### src/rtl/vpe_act_if.sv
// vpe_act_if: input/output beat bus, sideband and profiling counter of the activation stage
interface vpe_act_if #(
    parameter int LANES = 8,
    parameter int DW    = 8,
    parameter int IDX_W = 5,
    parameter int MUX_W = 2,
    parameter int CNT_W = 16
);
    logic [LANES*DW-1:0] i_data;
    logic                i_valid;
    logic                i_ready;
    logic [1:0]          i_mode;
    logic [2:0]          i_shift;
    logic [DW-1:0]       i_clip;
    logic [IDX_W-1:0]    i_rf_idx;
    logic [MUX_W-1:0]    i_rf_mux;
    logic [LANES*DW-1:0] o_data;
    logic                o_valid;
    logic                o_ready;
    logic [IDX_W-1:0]    o_rf_idx;
    logic [MUX_W-1:0]    o_rf_mux;
    logic                i_cnt_clr;
    logic [CNT_W-1:0]    o_neg_cnt;

    modport slave (
        input  i_data, i_valid, i_mode, i_shift, i_clip, i_rf_idx, i_rf_mux, o_ready, i_cnt_clr,
        output i_ready, o_data, o_valid, o_rf_idx, o_rf_mux, o_neg_cnt
    );

    modport master (
        output i_data, i_valid, i_mode, i_shift, i_clip, i_rf_idx, i_rf_mux, o_ready, i_cnt_clr,
        input  i_ready, o_data, o_valid, o_rf_idx, o_rf_mux, o_neg_cnt
    );
endinterface

### src/rtl/vpe_act.sv
// vpe_act: two-stage per-lane activation (bypass/ReLU/leaky/clipped) with backpressure and negative-element counter
module vpe_act #(
    parameter int LANES = 8,
    parameter int DW    = 8,
    parameter int IDX_W = 5,
    parameter int MUX_W = 2,
    parameter int CNT_W = 16
) (
    input logic      clk,
    input logic      rst,
    vpe_act_if.slave bus
);
    localparam int NW = $clog2(LANES + 1);
    localparam int SW = CNT_W + NW;

    logic                s1_v, s2_v, s1_adv, s2_adv, in_xfer;
    logic [LANES*DW-1:0] s1_data, act;
    logic [1:0]          s1_mode;
    logic [2:0]          s1_shift;
    logic [DW-1:0]       s1_clip;
    logic [IDX_W-1:0]    s1_idx;
    logic [MUX_W-1:0]    s1_mux;
    logic [NW-1:0]       negs;
    logic [SW-1:0]       sum;

    assign s2_adv      = ~s2_v | bus.o_ready;
    assign s1_adv      = ~s1_v | s2_adv;
    assign bus.i_ready = s1_adv;
    assign bus.o_valid = s2_v;
    assign in_xfer     = bus.i_valid & s1_adv;

    function automatic logic [DW-1:0] act_lane(
        input logic signed [DW-1:0] x,
        input logic [1:0]           mode,
        input logic [2:0]           sh,
        input logic signed [DW-1:0] clip
    );
        logic signed [DW-1:0] c;
        logic signed [DW-1:0] s;
        c = clip[DW-1] ? '0 : clip;
        s = x >>> sh;
        return (x[DW-1] && mode != 2'd0) ? (mode == 2'd2 ? s : '0) : ((mode == 2'd3 && x > c) ? c : x);
    endfunction

    // per-lane activation of the beat held in S1
    always_comb begin
        act = '0;
        for (int k = 0; k < LANES; k++)
            act[k*DW +: DW] = act_lane(s1_data[k*DW +: DW], s1_mode, s1_shift, s1_clip);
    end

    // negative lanes on the input bus and widened counter sum for saturation detect
    always_comb begin
        negs = '0;
        for (int k = 0; k < LANES; k++)
            negs = negs + NW'(bus.i_data[k*DW+DW-1]);
        sum = SW'(bus.o_neg_cnt) + SW'(negs);
    end

    // S1: capture the accepted beat with its per-beat controls and sideband
    always_ff @(posedge clk or posedge rst) begin
        if (rst) begin
            s1_v     <= 1'b0;
            s1_data  <= '0;
            s1_mode  <= '0;
            s1_shift <= '0;
            s1_clip  <= '0;
            s1_idx   <= '0;
            s1_mux   <= '0;
        end else if (s1_adv) begin
            s1_v     <= bus.i_valid;
            s1_data  <= bus.i_data;
            s1_mode  <= bus.i_mode;
            s1_shift <= bus.i_shift;
            s1_clip  <= bus.i_clip;
            s1_idx   <= bus.i_rf_idx;
            s1_mux   <= bus.i_rf_mux;
        end
    end

    // S2: register the activated result and sideband toward the register file
    always_ff @(posedge clk or posedge rst) begin
        if (rst) begin
            s2_v         <= 1'b0;
            bus.o_data   <= '0;
            bus.o_rf_idx <= '0;
            bus.o_rf_mux <= '0;
        end else if (s2_adv) begin
            s2_v         <= s1_v;
            bus.o_data   <= act;
            bus.o_rf_idx <= s1_idx;
            bus.o_rf_mux <= s1_mux;
        end
    end

    // saturating negative-element count; clear wins over a same-cycle beat
    always_ff @(posedge clk or posedge rst) begin
        if (rst)
            bus.o_neg_cnt <= '0;
        else if (bus.i_cnt_clr)
            bus.o_neg_cnt <= '0;
        else if (in_xfer && bus.i_mode != 2'd0)
            bus.o_neg_cnt <= (|sum[SW-1:CNT_W]) ? '1 : sum[CNT_W-1:0];
    end
endmodule

### src/flat_wrapper.sv
// flat-port wrapper written by rule: the top's interface ports become plain ports
module vpe_act_flat 
#(
    parameter int LANES = 8,
    parameter int DW    = 8,
    parameter int IDX_W = 5,
    parameter int MUX_W = 2,
    parameter int CNT_W = 16
)
  (clk, rst, bus_i_data, bus_i_valid, bus_i_mode, bus_i_shift, bus_i_clip, bus_i_rf_idx, bus_i_rf_mux, bus_o_ready, bus_i_cnt_clr, bus_i_ready, bus_o_data, bus_o_valid, bus_o_rf_idx, bus_o_rf_mux, bus_o_neg_cnt);
  vpe_act_if #(.LANES(LANES), .DW(DW), .IDX_W(IDX_W), .MUX_W(MUX_W), .CNT_W(CNT_W)) bus_i ();
  input logic clk;
  input logic rst;
  input wire logic [$bits(bus_i.i_data)-1:0] bus_i_data;
  input wire logic [$bits(bus_i.i_valid)-1:0] bus_i_valid;
  input wire logic [$bits(bus_i.i_mode)-1:0] bus_i_mode;
  input wire logic [$bits(bus_i.i_shift)-1:0] bus_i_shift;
  input wire logic [$bits(bus_i.i_clip)-1:0] bus_i_clip;
  input wire logic [$bits(bus_i.i_rf_idx)-1:0] bus_i_rf_idx;
  input wire logic [$bits(bus_i.i_rf_mux)-1:0] bus_i_rf_mux;
  input wire logic [$bits(bus_i.o_ready)-1:0] bus_o_ready;
  input wire logic [$bits(bus_i.i_cnt_clr)-1:0] bus_i_cnt_clr;
  output wire logic [$bits(bus_i.i_ready)-1:0] bus_i_ready;
  output wire logic [$bits(bus_i.o_data)-1:0] bus_o_data;
  output wire logic [$bits(bus_i.o_valid)-1:0] bus_o_valid;
  output wire logic [$bits(bus_i.o_rf_idx)-1:0] bus_o_rf_idx;
  output wire logic [$bits(bus_i.o_rf_mux)-1:0] bus_o_rf_mux;
  output wire logic [$bits(bus_i.o_neg_cnt)-1:0] bus_o_neg_cnt;
  assign bus_i.i_data = bus_i_data;
  assign bus_i.i_valid = bus_i_valid;
  assign bus_i.i_mode = bus_i_mode;
  assign bus_i.i_shift = bus_i_shift;
  assign bus_i.i_clip = bus_i_clip;
  assign bus_i.i_rf_idx = bus_i_rf_idx;
  assign bus_i.i_rf_mux = bus_i_rf_mux;
  assign bus_i.o_ready = bus_o_ready;
  assign bus_i.i_cnt_clr = bus_i_cnt_clr;
  assign bus_i_ready = bus_i.i_ready;
  assign bus_o_data = bus_i.o_data;
  assign bus_o_valid = bus_i.o_valid;
  assign bus_o_rf_idx = bus_i.o_rf_idx;
  assign bus_o_rf_mux = bus_i.o_rf_mux;
  assign bus_o_neg_cnt = bus_i.o_neg_cnt;
  vpe_act #(.LANES(LANES), .DW(DW), .IDX_W(IDX_W), .MUX_W(MUX_W), .CNT_W(CNT_W)) u_core (.clk(clk), .rst(rst), .bus(bus_i));
endmodule
### config.mk
export PLATFORM = sky130hd
export DESIGN_NAME = vpe_act_flat
export DESIGN_NICKNAME = d
export VERILOG_FILES = /design/src/rtl/vpe_act_if.sv /design/src/rtl/vpe_act.sv /design/src/flat_wrapper.sv
export SDC_FILE = /design/constraint.sdc
export NUM_CORES = 1
export LEC_CHECK = 0
export ABC_AREA = 1
export CORE_MARGIN = 2
export CORE_UTILIZATION = 55
export DETAILED_ROUTE_END_ITERATION = 16
export GPL_TIMING_DRIVEN = 0
export PLACE_DENSITY = 0.9
export SETUP_SLACK_MARGIN = 0.4
export SLEW_MARGIN = 20
export SYNTH_ARGS = -nofsm -noshare
export SYNTH_HDL_FRONTEND = slang
export SYNTH_SLANG_ARGS = --single-unit
### constraint.sdc
create_clock -name clk -period 7.5 [get_ports clk]
set_input_delay 1.5 -clock clk [delete_from_list [all_inputs] [get_ports clk]]
set_output_delay 1.5 -clock clk [all_outputs]
set_load 0.05 [all_outputs]
==> results.sh <==
export IMPL_hold_start="u_core.s1_idx[2]$_DFFE_PP0N_"
export IMPL_hold_path_cell_count=2
export IMPL_power_internal_mw=2.03
export IMPL_power_frac_seq=0.325
export IMPL_final_number_of_max_transition_violations=0
export IMPL_worstSetupEndpointType="output port"
export IMPL_pin_count_of_the_biggest_net_entering_global_routing=106
export IMPL_max_slew_worst_pin_slew_ns=1.16
export IMPL_residual_drc=0
export IMPL_fillers=1738
export IMPL_antenna_cells_inserted=0
export IMPL_insertion_delay_of_the_later_clocked_pin_in_the_worst_skew_pair_ns=0.45
export IMPL_ant_nets=0
export IMPL_synth_warning_count=0
export IMPL_cts_htree_levels=4
export IMPL_die_area_sq_um=22800
export IMPL_detail_route_first_pass_iterations=6
export IMPL_setup_reg_to_reg_worst_slack_ns=4.52
export IMPL_synth_area_per_cell_sq_um=6.95
export IMPL_hpwl_um=30000
export IMPL_netlist_instances=1712
export IMPL_r2r_worst_path_cells=11
export IMPL_numClockSinks=173
export IMPL_core_area_sq_um=21200
export IMPL_die_w_um=151
export IMPL_timing_clock_skew_ns=0.0108
export IMPL_ys_ff_latch=173
export IMPL_grt_setup_unrepaired="no"
export IMPL_critical_path_arrival_ns=4.01
export IMPL_worst_path_max_fanout=10
export IMPL_vdd_drop_max_mv=0.163
export IMPL_highest_signal_layer="met4"
export IMPL_rows=53
export IMPL_finalWirelength_um=42400
export IMPL_grt_overflow_total=0
export IMPL_dr_wl_met2_um=18800
export IMPL_die_height_um=151
export IMPL_syn_cell_area_sq_um=11900
export IMPL_holdWs_ns=0.475
export IMPL_fin_util=0.694
export IMPL_total_switching_power_mw=1.53
export IMPL_post_route_period_util=0.735
export IMPL_tritoncts_num_buffers=17
export IMPL_tritoncts_clock_tree="yes"
export IMPL_worstHoldEndpoint="u_core.bus.o_rf_idx[2]$_DFFE_PP0P_"
export IMPL_synth_lib_cells_used_distinct=39
export IMPL_sort_of_element_at_the_start_of_the_critical_path="primary input"
export IMPL_status="finished, final reports clean"
export IMPL_layout_cells_most_common_list="622 x nand2_1, 187 x nand3_1, 177 x clkdlybuf4s50_1"
export IMPL_final_setup_viol_count=0
export IMPL_detailed_route_wire_length_per_cell_um=19.3
export IMPL_syn_nets=1869
export IMPL_relSlewSlack=0.225
export IMPL_post_drt_via_cell_ratio=5.89
export IMPL_cts_root_buf="clkbuf_16"
export IMPL_hold_buffers=0
export IMPL_initialDrtViolationCount=1409
export IMPL_dr_wl_met3_um=4770
export IMPL_ys_async_sr_fraction=1.00
export IMPL_clockBufferDepth=2
export IMPL_grt_use_total=0.383
export IMPL_power_static_leakage_nw=7.32
export IMPL_critical_path_reg2reg_startpoint="u_core.s1_clip[7]$_DFFE_PP0N_"
export IMPL_critical_path_reg2reg_endpoint="u_core.bus.o_data[60]$_DFFE_PP0P_"
export IMPL_setup_worst_path_class="in2out"
export IMPL_start_util=0.563
export IMPL_final_layout_size_suffix_gt1_frac=0.0744
export IMPL_synth_flop_cell="dfrtp_1"
export IMPL_synth_edf_count=0
export IMPL_cts_reportedPaths_clkPinSlew_ns=0.08
export IMPL_antenna_found_initial=0
export IMPL_met1Wirelength_um=16900
export IMPL_power_density_nw_per_um2=243
export IMPL_max_cap_viol_count=0
export IMPL_power_mw=3.56
export IMPL_timing_hold_violations_final=0
export IMPL_final_seq_area_sq_um=4330
export IMPL_io_buffers=177
export IMPL_multi_input_gate_area_sq_um=6610
export IMPL_net_count_of_the_finished_layout=2067
export IMPL_cts_resized=0
export IMPL_setup_total_negative_slack_ns=0
export IMPL_wire_length_of_the_first_global_routing_pass_um=66700
export IMPL_post_cts_setup_buffer_count=0
export IMPL_switching_share=0.430
export IMPL_highest_clock_rate_mhz=182
export IMPL_most_common_cell_after_layout_fill_and_taps_aside="nand2_1"
export IMPL_gp_congestion=0.999
export IMPL_dr_total_vias=12900
export IMPL_hp_class="reg2reg"
export IMPL_synthToLayoutAreaGrowth_pct=23.4
export IMPL_critPathRequiredTime_ns=6.00
export IMPL_seq_area_frac_synth=0.364
export IMPL_first_global_vias=12400
export IMPL_comb_power_share=0.406
export IMPL_ios=178
export IMPL_final_min_clock_period_ns=5.51
export IMPL_p_clk_frac=0.269
-- synth_stat cells (all sizes together), types with 2 or more instances --
library cell	number	area [sq um]
dfrtp	173	4330
clkinv	2	13.8
nor3b	2	15.0
nand3	188	946
inv	151	569
buf	47	293
nor2	111	475
a21oi	114	661
clkbuf	23	86.3
nor3	11	85.1
fa	5	100
ha	63	788
xnor2	3	26.3
o21ai	134	671
xor2	2	17.5
o31ai	8	60.1
o211ai	32	270
nand2	639	2470
-- cells by family (layout without fill, tap and decap cells) --
family	count (synthesis)	after routing	share of synthesized area
xor gates and xnor gates	5	5	0.00368
and+or+nand+nor	953	953	0.336
DFF	173	173	0.364
adders and majority gates	68	68	0.0747
AOI/OAI and AO/OA	290	290	0.141
buffers and inverters	223	434	0.0809
-- worst max-delay path by stage --
stage	start	depth (start not counted)	slack, ns	end
3_3_place_gp	rst	2	-0.94	u_core.s1_data[25]$_DFFE_PP0N_
2_1_floorplan	rst	1	1.31	u_core.bus.o_data[0]$_DFFE_PP0P_
4_1_cts	bus_o_ready	9	2.05	bus_i_ready
5_1_grt	bus_i_data[15]	14	1.92	u_core.bus.o_neg_cnt[6]$_DFFE_PP0P_
6_report	bus_o_ready	9	1.99	bus_i_ready
3_5_place_dp	bus_i_data[15]	14	1.71	u_core.bus.o_neg_cnt[3]$_DFFE_PP0P_
-- sequential cells by signal (all words and copies together), names as in the netlist, 3 cells and up --
register / cells
u_core.bus.o_data: 64
u_core.bus.o_neg_cnt: 16
u_core.bus.o_rf_idx: 5
u_core.s1_clip: 8
u_core.s1_data: 64
u_core.s1_idx: 5
u_core.s1_shift: 3
-- power by group through the flow --
stage / Combinational, mW / Sequential (mW) / Clock, mW
detailed placement: 1.41 / 1.17 / 0
global route: 1.57 / 1.17 / 0.989
floorplan: 0.676 / 1.42 / 0
finish: 1.45 / 1.16 / 0.957
global placement: 1.37 / 1.17 / 0
CTS: 1.42 / 1.15 / 0.953
-- stage by stage --
step / cell area [sq um] / cells / setup slack [ns]
floorplan: 11900 / 1712 / 1.31
global placement: 14000 / 2164 / -0.945
detailed placement: 14100 / 2166 / 1.71
CTS: 14700 / 2198 / 2.05
global route: 14700 / 2198 / 1.92
finish: 14700 / 2198 / 1.99
-- final cells by class --
cell class,instances,share of cell area
flip-flops and latches,173,0.295
plain buffers,70,0.0258
multi-input cells,1316,0.450
well taps,275,0.0234
clock buffers,17,0.0290
inverters,153,0.0402
repair buffers,179,0.123
clock inverters,15,0.0130
-- metal layers --
| layer | track usage | vias up |
|---|---|---|
| met5 | 0 | - |
| met4 | 0.163 | 0 |
| met3 | 0.0907 | 169 |
| met2 | 0.604 | 787 |
| met1 | 0.507 | 6023 |
| li1 | - | 5969 |
-- worst max-delay path, stage by stage --
cell	delay (ns)
clkdlybuf4s50_1	0.50
nor2_4	0.07
inv_4	0.15
nor2_8	0.06
inv_2	0.06
buf_2	0.35
buf_6	0.23
buf_2	0.24
clkdlybuf4s50_1	0.84
Note: power is estimated with default switching activity, not from simulation.
==> RTL change: new RTL, same flow settings <==
`LANES` is set to 8 in 3 places; all go to 16.
--- a/src/rtl/vpe_act_if.sv
+++ b/src/rtl/vpe_act_if.sv
@@ -1,5 +1,5 @@
 // vpe_act_if: input/output beat bus, sideband and profiling counter of the activation stage
 interface vpe_act_if #(
-    parameter int LANES = 8,
+    parameter int LANES = 16,
     parameter int DW    = 8,
     parameter int IDX_W = 5,
--- a/src/rtl/vpe_act.sv
+++ b/src/rtl/vpe_act.sv
@@ -1,5 +1,5 @@
 // vpe_act: two-stage per-lane activation (bypass/ReLU/leaky/clipped) with backpressure and negative-element counter
 module vpe_act #(
-    parameter int LANES = 8,
+    parameter int LANES = 16,
     parameter int DW    = 8,
     parameter int IDX_W = 5,
--- a/src/flat_wrapper.sv
+++ b/src/flat_wrapper.sv
@@ -2,5 +2,5 @@
 module vpe_act_flat 
 #(
-    parameter int LANES = 8,
+    parameter int LANES = 16,
     parameter int DW    = 8,
     parameter int IDX_W = 5,
Interface: changed (resized bus_i_data and bus_o_data); port bits go from 178 to 306. No check against the original RTL was run, so the function may have changed too.
==> RTL change against the unedited design <==
Core utilization is 0.40 points lower. Area after synthesis is 79% higher. Combinational power is 110% higher. Design area is 80% higher. Routed wire length is 120% higher. Largest cell class unchanged. Power is 93% higher. Worst setup slack worse by 790 ps. Sequential cell count is 128 higher.
==> RTL change: results <==
export IMPL_ys_flop_type="dfrtp_1"
export IMPL_yosys_top_cells_area="dfrtp_1 35%, nand2_1 19%, nand3_1 8.6%"
export IMPL_ys_types=31
export IMPL_post_cts_setup_buffers=0
export IMPL_cp_arrival_ps=6780
export IMPL_route_met2_wl_um=38600
export IMPL_hp_class="reg2reg"
export IMPL_wl_met3_um=13500
export IMPL_clk_pin_slew_ps=60
export IMPL_grt_pass1_wl_um=141000
export IMPL_h_tree_depth=2
export IMPL_port_buffers=305
export IMPL_cp_max_fo=10
export IMPL_top_regs="u_core.bus.o_data (128), u_core.s1_data (128), u_core.bus.o_neg_cnt (16)"
export IMPL_synth_commonest_cells="1,094 x nand2_1, 367 x nand3_1, 301 x dfrtp_1, 250 x inv_1, 217 x a21oi_1"
export IMPL_synth_async_reset_ratio_pct=100
export IMPL_ctsResizeCount=0
export IMPL_clock_latency_ps=580
export IMPL_worstMarginPinSlew_ps=1270
export IMPL_drive_above_1_share_pct=6.24
export IMPL_drt_pass1_iter_count=7
export IMPL_grt_pass1_vias=23800
export IMPL_clockBufferDepth=3
export IMPL_status="completed"
export IMPL_hpwlAfterDp_um=66100
export IMPL_dp_worst_setup_slack_ps=679
export IMPL_cts_buffers=35
export IMPL_gp_congestion=1.03
export IMPL_yosysMostFrequentCell="nand2_1"
export IMPL_seq_area_frac_synth_pct=35.4
export IMPL_p_leak_nw=13.1
export IMPL_yosysWarnings=0
export IMPL_initialDrtViolationCount=3685
export IMPL_peakVddDrop_v=0.000242
export IMPL_wl_per_cell_um=23.4
export IMPL_switching_share_pct=44.8
export IMPL_grt_use_total_pct=46.2
export IMPL_avgViaCountPerCell=6.17
export IMPL_wl_met1_um=35000
export IMPL_fin_skew_ps=32.8
export IMPL_syn_nets=3428
export IMPL_grt_max_degree=37
export IMPL_top_layer="met4"
export IMPL_final_nets=3787
export IMPL_cts_root_buffer="clkbuf_16"
export IMPL_yosysTopAreaCellShare_pct=35.4
export IMPL_antenna_found_initial=2
==> RTL change: cell count changes in the layout (fill, tap and decap cells not counted), sizes merged, moves of 103 or more <==
cell and change:
nand2 +480, nand3 +179, clkdlybuf4s50 +128, dfrtp +128, inv +119, a21oi +114, o21ai +103
==> RTL change: layer usage <==
metal	global-route usage (%)	vias to the layer above
li1	-	11000
met1	59.0	11500
met2	67.3	1995
met3	14.7	514
met4	30.4	0
met5	0	-
==> RTL change: per-stage QoR <==
stage	hold slack, ps	cell area [µm²]	setup TNS, ps	util [%]	instances
floorplan	442	21300	0	-	3142
global placement	447	25000	-31070	65.1	3965
detailed placement	464	25400	0	66.1	3982
CTS	479	26500	0	69.0	4044
global route	502	26500	0	69.0	4044
finish	476	26500	0	69.0	4046
==> RTL change: path summary, 6_finish.rpt <==
| check | cells after the start | slack (ps) | startpoint | endpoint |
|---|---|---|---|---|
| worst max register to register | 13 | 3940 | u_core.s1_clip[7] | u_core.bus.o_data[64] |
| max in group asynchronous | 7 | 4650 | rst | u_core.s1_clip[6] |
| worst min register to register | 2 | 480 | u_core.s1_idx[4] | u_core.bus.o_rf_idx[4] |
| worst min-delay path | 2 | 480 | u_core.s1_idx[4] | u_core.bus.o_rf_idx[4] |
| min in group asynchronous | 2 | 1380 | rst | u_core.s1_data[40] |
| worst max-delay path | 20 | 1200 | bus_i_data[15] | u_core.bus.o_neg_cnt[7] |
==> RTL change: layout make-up <==
class / count / area [µm²]
Tap cell: 518 / 648
Sequential cell: 301 / 7530
Inverter: 281 / 1060
Clock buffer: 49 / 1000
Fill cell: 3274 / 11900
Clock inverter: 13 / 104
Antenna cell: 2 / 5.00
Multi-Input combinational cell: 2411 / 12100
Buffer: 149 / 651
Timing Repair Buffer: 322 / 3420
==> RTL change: power groups by stage <==
stage | clock, mW | sequential, mW | combinational, mW
finish | 1.72 | 2.08 | 3.05
global route | 1.77 | 2.10 | 3.25
CTS | 1.70 | 2.07 | 2.96
detailed placement | 0 | 2.09 | 2.93
global placement | 0 | 2.09 | 2.84
floorplan | 0 | 2.56 | 1.39
==> RTL change: worst max-delay path, cell delays in order <==
cell	delay (ps)
clkdlybuf4s50_1	580
ha_1	270
inv_1	70
fa_1	430
fa_1	490
fa_1	530
fa_1	430
fa_1	420
fa_1	410
xnor2_1	140
ha_1	360
nand2_1	70
o21ai_1	240
nand2_1	80
nand2_1	140
nand3_1	140
buf_2	220
nand2_1	100
nand2_1	50
o21ai_1	90
==> RTL change: cells by family (layout without fill, tap and decap cells) <==
kind of cell,count (synthesis),count (layout),synth area share [%]
DFF,301,301,35.4
xor gates and xnor gates,6,6,0.247
other,0,2,0
AOI/OAI and AO/OA,556,556,14.7
adders and majority gates,133,133,8.21
and+or+nand+nor,1716,1716,33.5
buffers and inverters,430,814,7.97
